## src/rtl/ts_slot_mux_pkg.sv

```systemverilog
`default_nettype none
// +--------------------------------------------------------------------+
// | ts_slot_mux_pkg                                                    |
// | Shared frame-FSM state type, marker defaults and width helper.     |
// | Rev 1.0                                                            |
// +--------------------------------------------------------------------+
package ts_slot_mux_pkg;

  typedef enum logic [1:0] {
    S_HUNT = 2'd0,
    S_HDR  = 2'd1,
    S_PASS = 2'd2,
    S_INS  = 2'd3
  } state_t;

  localparam logic [7:0] HEAD_VAL_DEF = 8'hFF;
  localparam logic [7:0] FREE_VAL_DEF = 8'hEE;
  localparam logic [7:0] TAG_BASE_DEF = 8'hE0;

  function automatic int clog2(input int v);
    int r;
    r = 0;
    for (int i = 0; i < 32; i++) begin
      if ((1 << r) < v) r = r + 1;
    end
    return r;
  endfunction

endpackage
`default_nettype wire

```

## src/rtl/ts_slot_mux_if.sv

```systemverilog
`default_nettype none
// +--------------------------------------------------------------------+
// | ts_slot_mux_if                                                     |
// | TS stream, channel write and status signals of the slot mux.       |
// | Rev 1.0                                                            |
// +--------------------------------------------------------------------+
interface ts_slot_mux_if #(
  parameter int W      = 8,
  parameter int NUM_CH = 4
);
  logic                  sync;
  logic [W-1:0]          ts_in;
  logic [NUM_CH*W-1:0]   din;
  logic [NUM_CH-1:0]     wr_en;
  logic [NUM_CH-1:0]     full;
  logic [W-1:0]          ts_out;
  logic                  ts_sop;
  logic                  ins;
  logic [2:0]            ins_ch;
  logic                  frm_err;
  logic [NUM_CH-1:0]     ovf;

  modport master (
    output sync, ts_in, din, wr_en,
    input  full, ts_out, ts_sop, ins, ins_ch, frm_err, ovf
  );

  modport slave (
    input  sync, ts_in, din, wr_en,
    output full, ts_out, ts_sop, ins, ins_ch, frm_err, ovf
  );
endinterface
`default_nettype wire

```

## src/rtl/ts_slot_mux_fifo.sv

```systemverilog
`default_nettype none
// +--------------------------------------------------------------------+
// | ts_slot_mux_fifo                                                   |
// | Single-clock first-word-fall-through FIFO with count and overflow. |
// | Rev 1.0                                                            |
// +--------------------------------------------------------------------+
module ts_slot_mux_fifo #(
  parameter int W  = 8,
  parameter int AW = 5
) (
  input  logic          clk,
  input  logic          rst,
  input  logic          i_wr,
  input  logic [W-1:0]  i_din,
  input  logic          i_rd,
  output logic [W-1:0]  o_dout,
  output logic          o_full,
  output logic [AW:0]   o_count,
  output logic          o_ovf
);
  localparam int          c_DEPTH    = 1 << AW;
  localparam logic [AW:0] c_FULL_CNT = (AW+1)'(c_DEPTH);

  logic [W-1:0]  r_mem [c_DEPTH];
  logic [AW-1:0] r_wp;
  logic [AW-1:0] r_rp;
  logic [AW:0]   r_count;
  logic          r_ovf;
  logic          w_full;
  logic          w_do_wr;
  logic          w_do_rd;

  // Full is judged on the pre-edge count, so a write to a full FIFO drops even if a pop coincides.
  assign w_full  = (r_count == c_FULL_CNT);
  assign w_do_wr = i_wr & ~w_full;
  assign w_do_rd = i_rd & (r_count != '0);

  always_ff @(posedge clk) begin
    if (w_do_wr) r_mem[r_wp] <= i_din;
  end

  always_ff @(posedge clk or posedge rst) begin
    if (rst) begin
      r_wp    <= '0;
      r_rp    <= '0;
      r_count <= '0;
      r_ovf   <= 1'b0;
    end else begin
      if (w_do_wr) r_wp <= r_wp + AW'(1);
      if (w_do_rd) r_rp <= r_rp + AW'(1);
      case ({w_do_wr, w_do_rd})
        2'b10:   r_count <= r_count + (AW+1)'(1);
        2'b01:   r_count <= r_count - (AW+1)'(1);
        default: r_count <= r_count;
      endcase
      r_ovf <= i_wr & w_full;
    end
  end

  assign o_dout  = r_mem[r_rp];
  assign o_full  = w_full;
  assign o_count = r_count;
  assign o_ovf   = r_ovf;

endmodule
`default_nettype wire

```

## src/rtl/ts_slot_mux.sv

```systemverilog
`default_nettype none
// +--------------------------------------------------------------------+
// | ts_slot_mux                                                        |
// | Fills free TS frames with whole packets from round-robin channels. |
// | Rev 1.0                                                            |
// +--------------------------------------------------------------------+
module ts_slot_mux
  import ts_slot_mux_pkg::*;
#(
  parameter int           W        = 8,
  parameter int           NUM_CH   = 4,
  parameter int           FIFO_AW  = 5,
  parameter int           MARK_POS = 2,
  parameter int           PAY_LEN  = 9,
  parameter logic [W-1:0] HEAD_VAL = HEAD_VAL_DEF,
  parameter logic [W-1:0] FREE_VAL = FREE_VAL_DEF,
  parameter logic [W-1:0] TAG_BASE = TAG_BASE_DEF
) (
  input  logic         clk,
  input  logic         rst,
  ts_slot_mux_if.slave bus
);
  localparam int                 c_FL    = MARK_POS + 1 + PAY_LEN;
  localparam int                 c_CNT_W = clog2(c_FL + 1);
  localparam logic [c_CNT_W-1:0] c_MARK  = c_CNT_W'(MARK_POS);
  localparam logic [c_CNT_W-1:0] c_LAST  = c_CNT_W'(c_FL - 1);
  localparam logic [c_CNT_W-1:0] c_ONE   = c_CNT_W'(1);

  state_t                      r_state;
  state_t                      w_state_nx;
  logic [c_CNT_W-1:0]          r_cnt;
  logic [c_CNT_W-1:0]          w_cnt_nx;
  logic [2:0]                  r_ptr;
  logic [2:0]                  w_ptr_nx;
  logic [2:0]                  r_ch;
  logic [2:0]                  w_ch_nx;

  logic [W-1:0]                r_ts_out;
  logic                        r_sop;
  logic                        r_ins;
  logic [2:0]                  r_ins_ch;
  logic                        r_err;

  logic [W-1:0]                w_out;
  logic                        w_sop;
  logic                        w_ins;
  logic                        w_err;
  logic [W-1:0]                w_pay;

  logic [NUM_CH-1:0][W-1:0]    w_head;
  logic [NUM_CH-1:0][FIFO_AW:0] w_count;
  logic [NUM_CH-1:0]           w_elig;
  logic [NUM_CH-1:0]           w_pop;
  logic [7:0]                  w_elig8;
  logic [3:0]                  w_idx;
  logic                        w_grant_ok;
  logic [2:0]                  w_grant_ch;

  for (genvar c = 0; c < NUM_CH; c++) begin : g_ch
    ts_slot_mux_fifo #(
      .W  (W),
      .AW (FIFO_AW)
    ) u_fifo (
      .clk     (clk),
      .rst     (rst),
      .i_wr    (bus.wr_en[c]),
      .i_din   (bus.din[c*W +: W]),
      .i_rd    (w_pop[c]),
      .o_dout  (w_head[c]),
      .o_full  (bus.full[c]),
      .o_count (w_count[c]),
      .o_ovf   (bus.ovf[c])
    );
    assign w_elig[c] = (int'(w_count[c]) >= PAY_LEN);
    assign w_pop[c]  = (r_state == S_INS) && (r_ch == 3'(c));
  end

  assign w_elig8 = 8'(w_elig);

  // Scanning from the far end leaves the first eligible channel after r_ptr as the winner.
  always_comb begin
    w_grant_ok = 1'b0;
    w_grant_ch = r_ptr;
    w_idx      = '0;
    for (int i = NUM_CH - 1; i >= 0; i--) begin
      w_idx = {1'b0, r_ptr} + 4'(i);
      if (w_idx >= 4'(NUM_CH)) w_idx = w_idx - 4'(NUM_CH);
      if (w_elig8[w_idx[2:0]]) begin
        w_grant_ok = 1'b1;
        w_grant_ch = w_idx[2:0];
      end
    end
  end

  always_comb begin
    w_pay = '0;
    for (int c = 0; c < NUM_CH; c++) begin
      if (w_pop[c]) w_pay = w_head[c];
    end
  end

  always_comb begin
    w_state_nx = r_state;
    w_cnt_nx   = r_cnt;
    w_ptr_nx   = r_ptr;
    w_ch_nx    = r_ch;
    w_out      = bus.ts_in;
    w_sop      = 1'b0;
    w_ins      = 1'b0;
    w_err      = 1'b0;
    case (r_state)
      S_HUNT: begin
        if (bus.sync) begin
          if (bus.ts_in == HEAD_VAL) begin
            w_state_nx = S_HDR;
            w_cnt_nx   = c_ONE;
            w_sop      = 1'b1;
          end else begin
            w_err = 1'b1;
          end
        end
      end
      S_HDR: begin
        w_err    = bus.sync;
        w_cnt_nx = r_cnt + c_ONE;
        if (r_cnt == c_MARK) begin
          if ((bus.ts_in == FREE_VAL) && w_grant_ok) begin
            w_out      = TAG_BASE + W'(w_grant_ch);
            w_ins      = 1'b1;
            w_ch_nx    = w_grant_ch;
            w_ptr_nx   = (w_grant_ch == 3'(NUM_CH - 1)) ? 3'd0 : w_grant_ch + 3'd1;
            w_state_nx = S_INS;
          end else begin
            w_state_nx = S_PASS;
          end
        end
      end
      S_PASS, S_INS: begin
        w_err = bus.sync;
        if (r_state == S_INS) w_out = w_pay;
        if (r_cnt == c_LAST) begin
          w_state_nx = S_HUNT;
          w_cnt_nx   = '0;
        end else begin
          w_cnt_nx = r_cnt + c_ONE;
        end
      end
      default: begin
        w_state_nx = S_HUNT;
        w_cnt_nx   = '0;
      end
    endcase
  end

  always_ff @(posedge clk or posedge rst) begin
    if (rst) begin
      r_state <= S_HUNT;
      r_cnt   <= '0;
      r_ptr   <= '0;
      r_ch    <= '0;
    end else begin
      r_state <= w_state_nx;
      r_cnt   <= w_cnt_nx;
      r_ptr   <= w_ptr_nx;
      r_ch    <= w_ch_nx;
    end
  end

  always_ff @(posedge clk or posedge rst) begin
    if (rst) begin
      r_ts_out <= '0;
      r_sop    <= 1'b0;
      r_ins    <= 1'b0;
      r_ins_ch <= '0;
      r_err    <= 1'b0;
    end else begin
      r_ts_out <= w_out;
      r_sop    <= w_sop;
      r_ins    <= w_ins;
      r_err    <= w_err;
      if (w_ins) r_ins_ch <= w_ch_nx;
    end
  end

  assign bus.ts_out  = r_ts_out;
  assign bus.ts_sop  = r_sop;
  assign bus.ins     = r_ins;
  assign bus.ins_ch  = r_ins_ch;
  assign bus.frm_err = r_err;

endmodule
`default_nettype wire

```

## src/flat_wrapper.sv

```systemverilog
// flat-port wrapper written by rule: the top's interface ports become plain ports
module ts_slot_mux_flat import ts_slot_mux_pkg::*;
#(
  parameter int           W        = 8,
  parameter int           NUM_CH   = 4,
  parameter int           FIFO_AW  = 5,
  parameter int           MARK_POS = 2,
  parameter int           PAY_LEN  = 9,
  parameter logic [W-1:0] HEAD_VAL = HEAD_VAL_DEF,
  parameter logic [W-1:0] FREE_VAL = FREE_VAL_DEF,
  parameter logic [W-1:0] TAG_BASE = TAG_BASE_DEF
)
  (clk, rst, bus_sync, bus_ts_in, bus_din, bus_wr_en, bus_full, bus_ts_out, bus_ts_sop, bus_ins, bus_ins_ch, bus_frm_err, bus_ovf);
  ts_slot_mux_if #(.W(W), .NUM_CH(NUM_CH)) bus_i ();
  input  logic clk;
  input  logic rst;
  input wire logic [$bits(bus_i.sync)-1:0] bus_sync;
  input wire logic [$bits(bus_i.ts_in)-1:0] bus_ts_in;
  input wire logic [$bits(bus_i.din)-1:0] bus_din;
  input wire logic [$bits(bus_i.wr_en)-1:0] bus_wr_en;
  output wire logic [$bits(bus_i.full)-1:0] bus_full;
  output wire logic [$bits(bus_i.ts_out)-1:0] bus_ts_out;
  output wire logic [$bits(bus_i.ts_sop)-1:0] bus_ts_sop;
  output wire logic [$bits(bus_i.ins)-1:0] bus_ins;
  output wire logic [$bits(bus_i.ins_ch)-1:0] bus_ins_ch;
  output wire logic [$bits(bus_i.frm_err)-1:0] bus_frm_err;
  output wire logic [$bits(bus_i.ovf)-1:0] bus_ovf;
  assign bus_i.sync = bus_sync;
  assign bus_i.ts_in = bus_ts_in;
  assign bus_i.din = bus_din;
  assign bus_i.wr_en = bus_wr_en;
  assign bus_full = bus_i.full;
  assign bus_ts_out = bus_i.ts_out;
  assign bus_ts_sop = bus_i.ts_sop;
  assign bus_ins = bus_i.ins;
  assign bus_ins_ch = bus_i.ins_ch;
  assign bus_frm_err = bus_i.frm_err;
  assign bus_ovf = bus_i.ovf;
  ts_slot_mux #(.W(W), .NUM_CH(NUM_CH), .FIFO_AW(FIFO_AW), .MARK_POS(MARK_POS), .PAY_LEN(PAY_LEN), .HEAD_VAL(HEAD_VAL), .FREE_VAL(FREE_VAL), .TAG_BASE(TAG_BASE)) u_core (.clk(clk), .rst(rst), .bus(bus_i));
endmodule
```

## config.mk

```make
export PLATFORM = sky130hd
export DESIGN_NAME = ts_slot_mux_flat
export DESIGN_NICKNAME = d
export VERILOG_FILES = /design/src/rtl/ts_slot_mux_pkg.sv /design/src/rtl/ts_slot_mux_if.sv /design/src/rtl/ts_slot_mux_fifo.sv /design/src/rtl/ts_slot_mux.sv /design/src/flat_wrapper.sv
export SDC_FILE = /design/constraint.sdc
export NUM_CORES = 1
export LEC_CHECK = 0
export ABC_AREA = 1
export BUFFER_PORTS_ARGS = -buffer_cell sky130_fd_sc_hd__buf_4
export CORE_MARGIN = 2
export CORE_UTILIZATION = 35
export DETAILED_ROUTE_END_ITERATION = 6
export SETUP_SLACK_MARGIN = 0.5
export SYNTH_ARGS = -nofsm -noshare
export SYNTH_HDL_FRONTEND = slang
export SYNTH_SLANG_ARGS = --single-unit
```

## constraint.sdc

```tcl
create_clock -name clk -period 3 [get_ports clk]
set_clock_uncertainty 0.1 [all_clocks]
set_input_delay 0.45 -clock clk [delete_from_list [all_inputs] [get_ports clk]]
set_output_delay 0.45 -clock clk [all_outputs]
set_load 0.1 [all_outputs]
```

==> reports/qor.yml <==
ys_seq_area_frac: 0.709
drt_wl_total_um: 123000
hold_class: "input pin to flop"
max_freq_ghz: 0.373
setup_viol: 0
antenna_cells: 0
synth_area_leader_cell: "edfxtp_1"
finalCritPeriodShare: 0.893
die_x_um: 369
cts_buffers: 113
drv_cap: 0
whs_path_depth: 3
power.density_nw_per_um2: 762
tightestPinTransition_ps: 970
crit_fanout: 4
antenna_found_initial: 3
clock_path_buffers: 3
synth.avg_cell_area_um2: 11.9
htreeDepth: 3
start_kind: "flop"
synthFlopType: "edfxtp_1"
min_period_ps: 2680
pin_count: 69
cts.sinks: 1118
setup-tns-final_ps: 0
grt_max_degree: 67
synthTopCellsByArea: "edfxtp_1, nand2_1, dfrtp_1"
path_clk_slew_ps: 60
drive_gt1_frac: 0.166
synth_top_cells_by_count: "edfxtp_1, nand2_1, nand3_1"
syn_nets: 4016
dpl_cell_area_um2: 50200
slew_headroom: 0.351
peakVddDrop_mv: 0.793
nFillCells: 12119
rsz0062_at_grt: "true"
root_buffer: "clkbuf_16"
fp.coreArea_um2: 132000
drc_errors: 0
async_flop_share: 0.0841
routed_via_density: 5.16
hold_slack_ps: 49.9
arrival_ps: 3170
yosysTopAreaCellShare: 0.659
finalHoldViolations: 0
synthCells: 3920
vias: 31265
dr.pass1.iters: 6
first_global_vias: 29745
drt_iter0_markers: 3143
final_core_util: 0.423
dp_hpwl_um: 75000
seq_area_um2: 33100
drt.antenna.violating_nets: 0
globalplace.congestion: 0.888
slew_viol_final: 0
grt_usage: 0.175
grt_first_pass_wirelength_um: 184000
critPathKind: "flop to flop"
ys_ff_latch: 1118
yosysMostFrequentCell: "edfxtp_1"
synth_edf_count: 1024
overflow: 0
leakagePower_nw: 20.5
clock_latency_ps: 750
fin_area_um2: 55800
yosysUniqueCellTypes: 49
start_util: 0.354
cp-end-kind: "flop"
reg2regPathDepth: 16
cts_tree: "built"
num_rows: 133
multi_input_area_um2: 12400
synth-warning-count: 0
final_nets: 4305
area_growth_pct: 19.6
synth_area_um2: 46700
dieHeight_um: 369
io_buffer_count: 68
critPathRequiredTime_ps: 3490
post_drt_wl_per_cell_um: 20.3
dieArea_um2: 136000
status: "finished clean"
-- power breakdown --
group / switching [mW] / total [mW] / internal (mW)
clock network: 6.10 / 14.2 / 8.11
registers: 0.766 / 19.1 / 18.3
logic: 6.19 / 9.28 / 3.09
-- worst max-delay path, cell delays in order (launching register included) --
cell and delay [ps]:
dfrtp_1 400, nand2_4 90, buf_6 140, nor4_4 180, inv_2 110, a21oi_4 170
ha_4 190, ha_4 210, a21oi_2 120, inv_1 60, a31oi_2 180, nor2_2 70
nor2_1 90, nor2_1 60, o21ai_1 120, nand3_1 110, xnor2_1 130
-- flip-flops by register name, indices dropped and copies added, names as in the netlist --
name                        flops
u_core.g_ch.u_fifo.r_mem     1024
u_core.g_ch.u_fifo.o_count     24
u_core.g_ch.u_fifo.r_rp        20
u_core.g_ch.u_fifo.r_wp        20
u_core.bus.ts_out               8
u_core.g_ch.u_fifo.o_ovf        4
u_core.r_cnt                    4
u_core.bus.ins_ch               3
u_core.r_ch                     3
u_core.r_ptr                    3
u_core.r_state                  2
u_core.bus.frm_err              1
u_core.bus.ins                  1
u_core.bus.ts_sop               1
-- logic make-up after synthesis --
kind of cell,after synthesis,synth area share
simple gates,1712,0.151
flops,1118,0.709
compound gates,634,0.0816
fa+ha+maj,49,0.0138
xor+xnor,40,0.00751
buf+inv,367,0.0363
-- worst paths after layout --
kind | endpoint | slack [ps] | start
worst max-delay path | u_core.g_ch[1].u_fifo.o_count[5]$_DFFE_PP0P_ | 320 | u_core.r_state[1]$_DFFE_PP0P_
worst min-delay path | u_core.g_ch[2].u_fifo.o_ovf$_DFF_PP0_ | 50 | bus_wr_en[2]
worst max register to register | u_core.g_ch[1].u_fifo.o_count[5]$_DFFE_PP0P_ | 320 | u_core.r_state[1]$_DFFE_PP0P_
worst min register to register | u_core.r_cnt[2]$_DFFE_PP0P_ | 400 | u_core.r_cnt[2]$_DFFE_PP0P_
max in group asynchronous | u_core.g_ch[2].u_fifo.o_count[0]$_DFFE_PP0P_ | 1640 | rst
min in group asynchronous | u_core.bus.frm_err$_DFF_PP0_ | 160 | rst
-- cells in the final DEF (no fill, tap or decap), types with 19 or more instances in the layout --
master,n
edfxtp_1,1024
nand2_1,918
nand3_1,336
nor2_1,318
buf_4,302
a21oi_1,259
o21ai_0,137
clkbuf_16,121
inv_1,109
dfrtp_1,80
a22oi_1,57
buf_12,38
o211ai_1,36
a32o_1,36
ha_1,36
xor2_1,31
nand4_1,28
clkinv_1,28
inv_2,26
nor2_2,26
o22ai_1,26
clkbuf_1,26
clkinv_2,20
o21ai_1,20
nand3_2,19
-- area by class of cell --
cell class,instances,area share
flip-flops and latches,1118,0.594
multi-input cells,2435,0.222
repair buffers,385,0.0659
clock buffers,143,0.0534
well taps,1755,0.0394
clock inverters,70,0.0134
inverters,156,0.0117
-- through the flow --
step	cells	total power [mW]	worst slack (ps)
CTS	5997	42.0	299
global placement	5727	27.2	165
floorplan	3920	24.3	277
finish	6062	42.5	320
detailed placement	5727	27.4	37.4
global route	6062	44.3	148
-- metal layers --
layer / up-vias / share of wire / track usage / wire [µm]
li1: 14569 / - / - / -
met5: - / 0.00024 / 0 / 29
met1: 15431 / 0.44 / 0.250 / 54200
met2: 1074 / 0.46 / 0.271 / 56600
met3: 187 / 0.073 / 0.0307 / 8970
met4: 4 / 0.027 / 0.0568 / 3280
-- repair_timing --
item                                   in CTS  in global routing
setup endpoints to repair                 225                290
endpoints found under the hold margin      89                  0
cloned                                      0                  8
buffers inserted                           42                 57
gates resized for setup                    75                115
pin swaps                                  19                 42
hold buffers                               15                  0
Power figures use the tool's default switching activity.
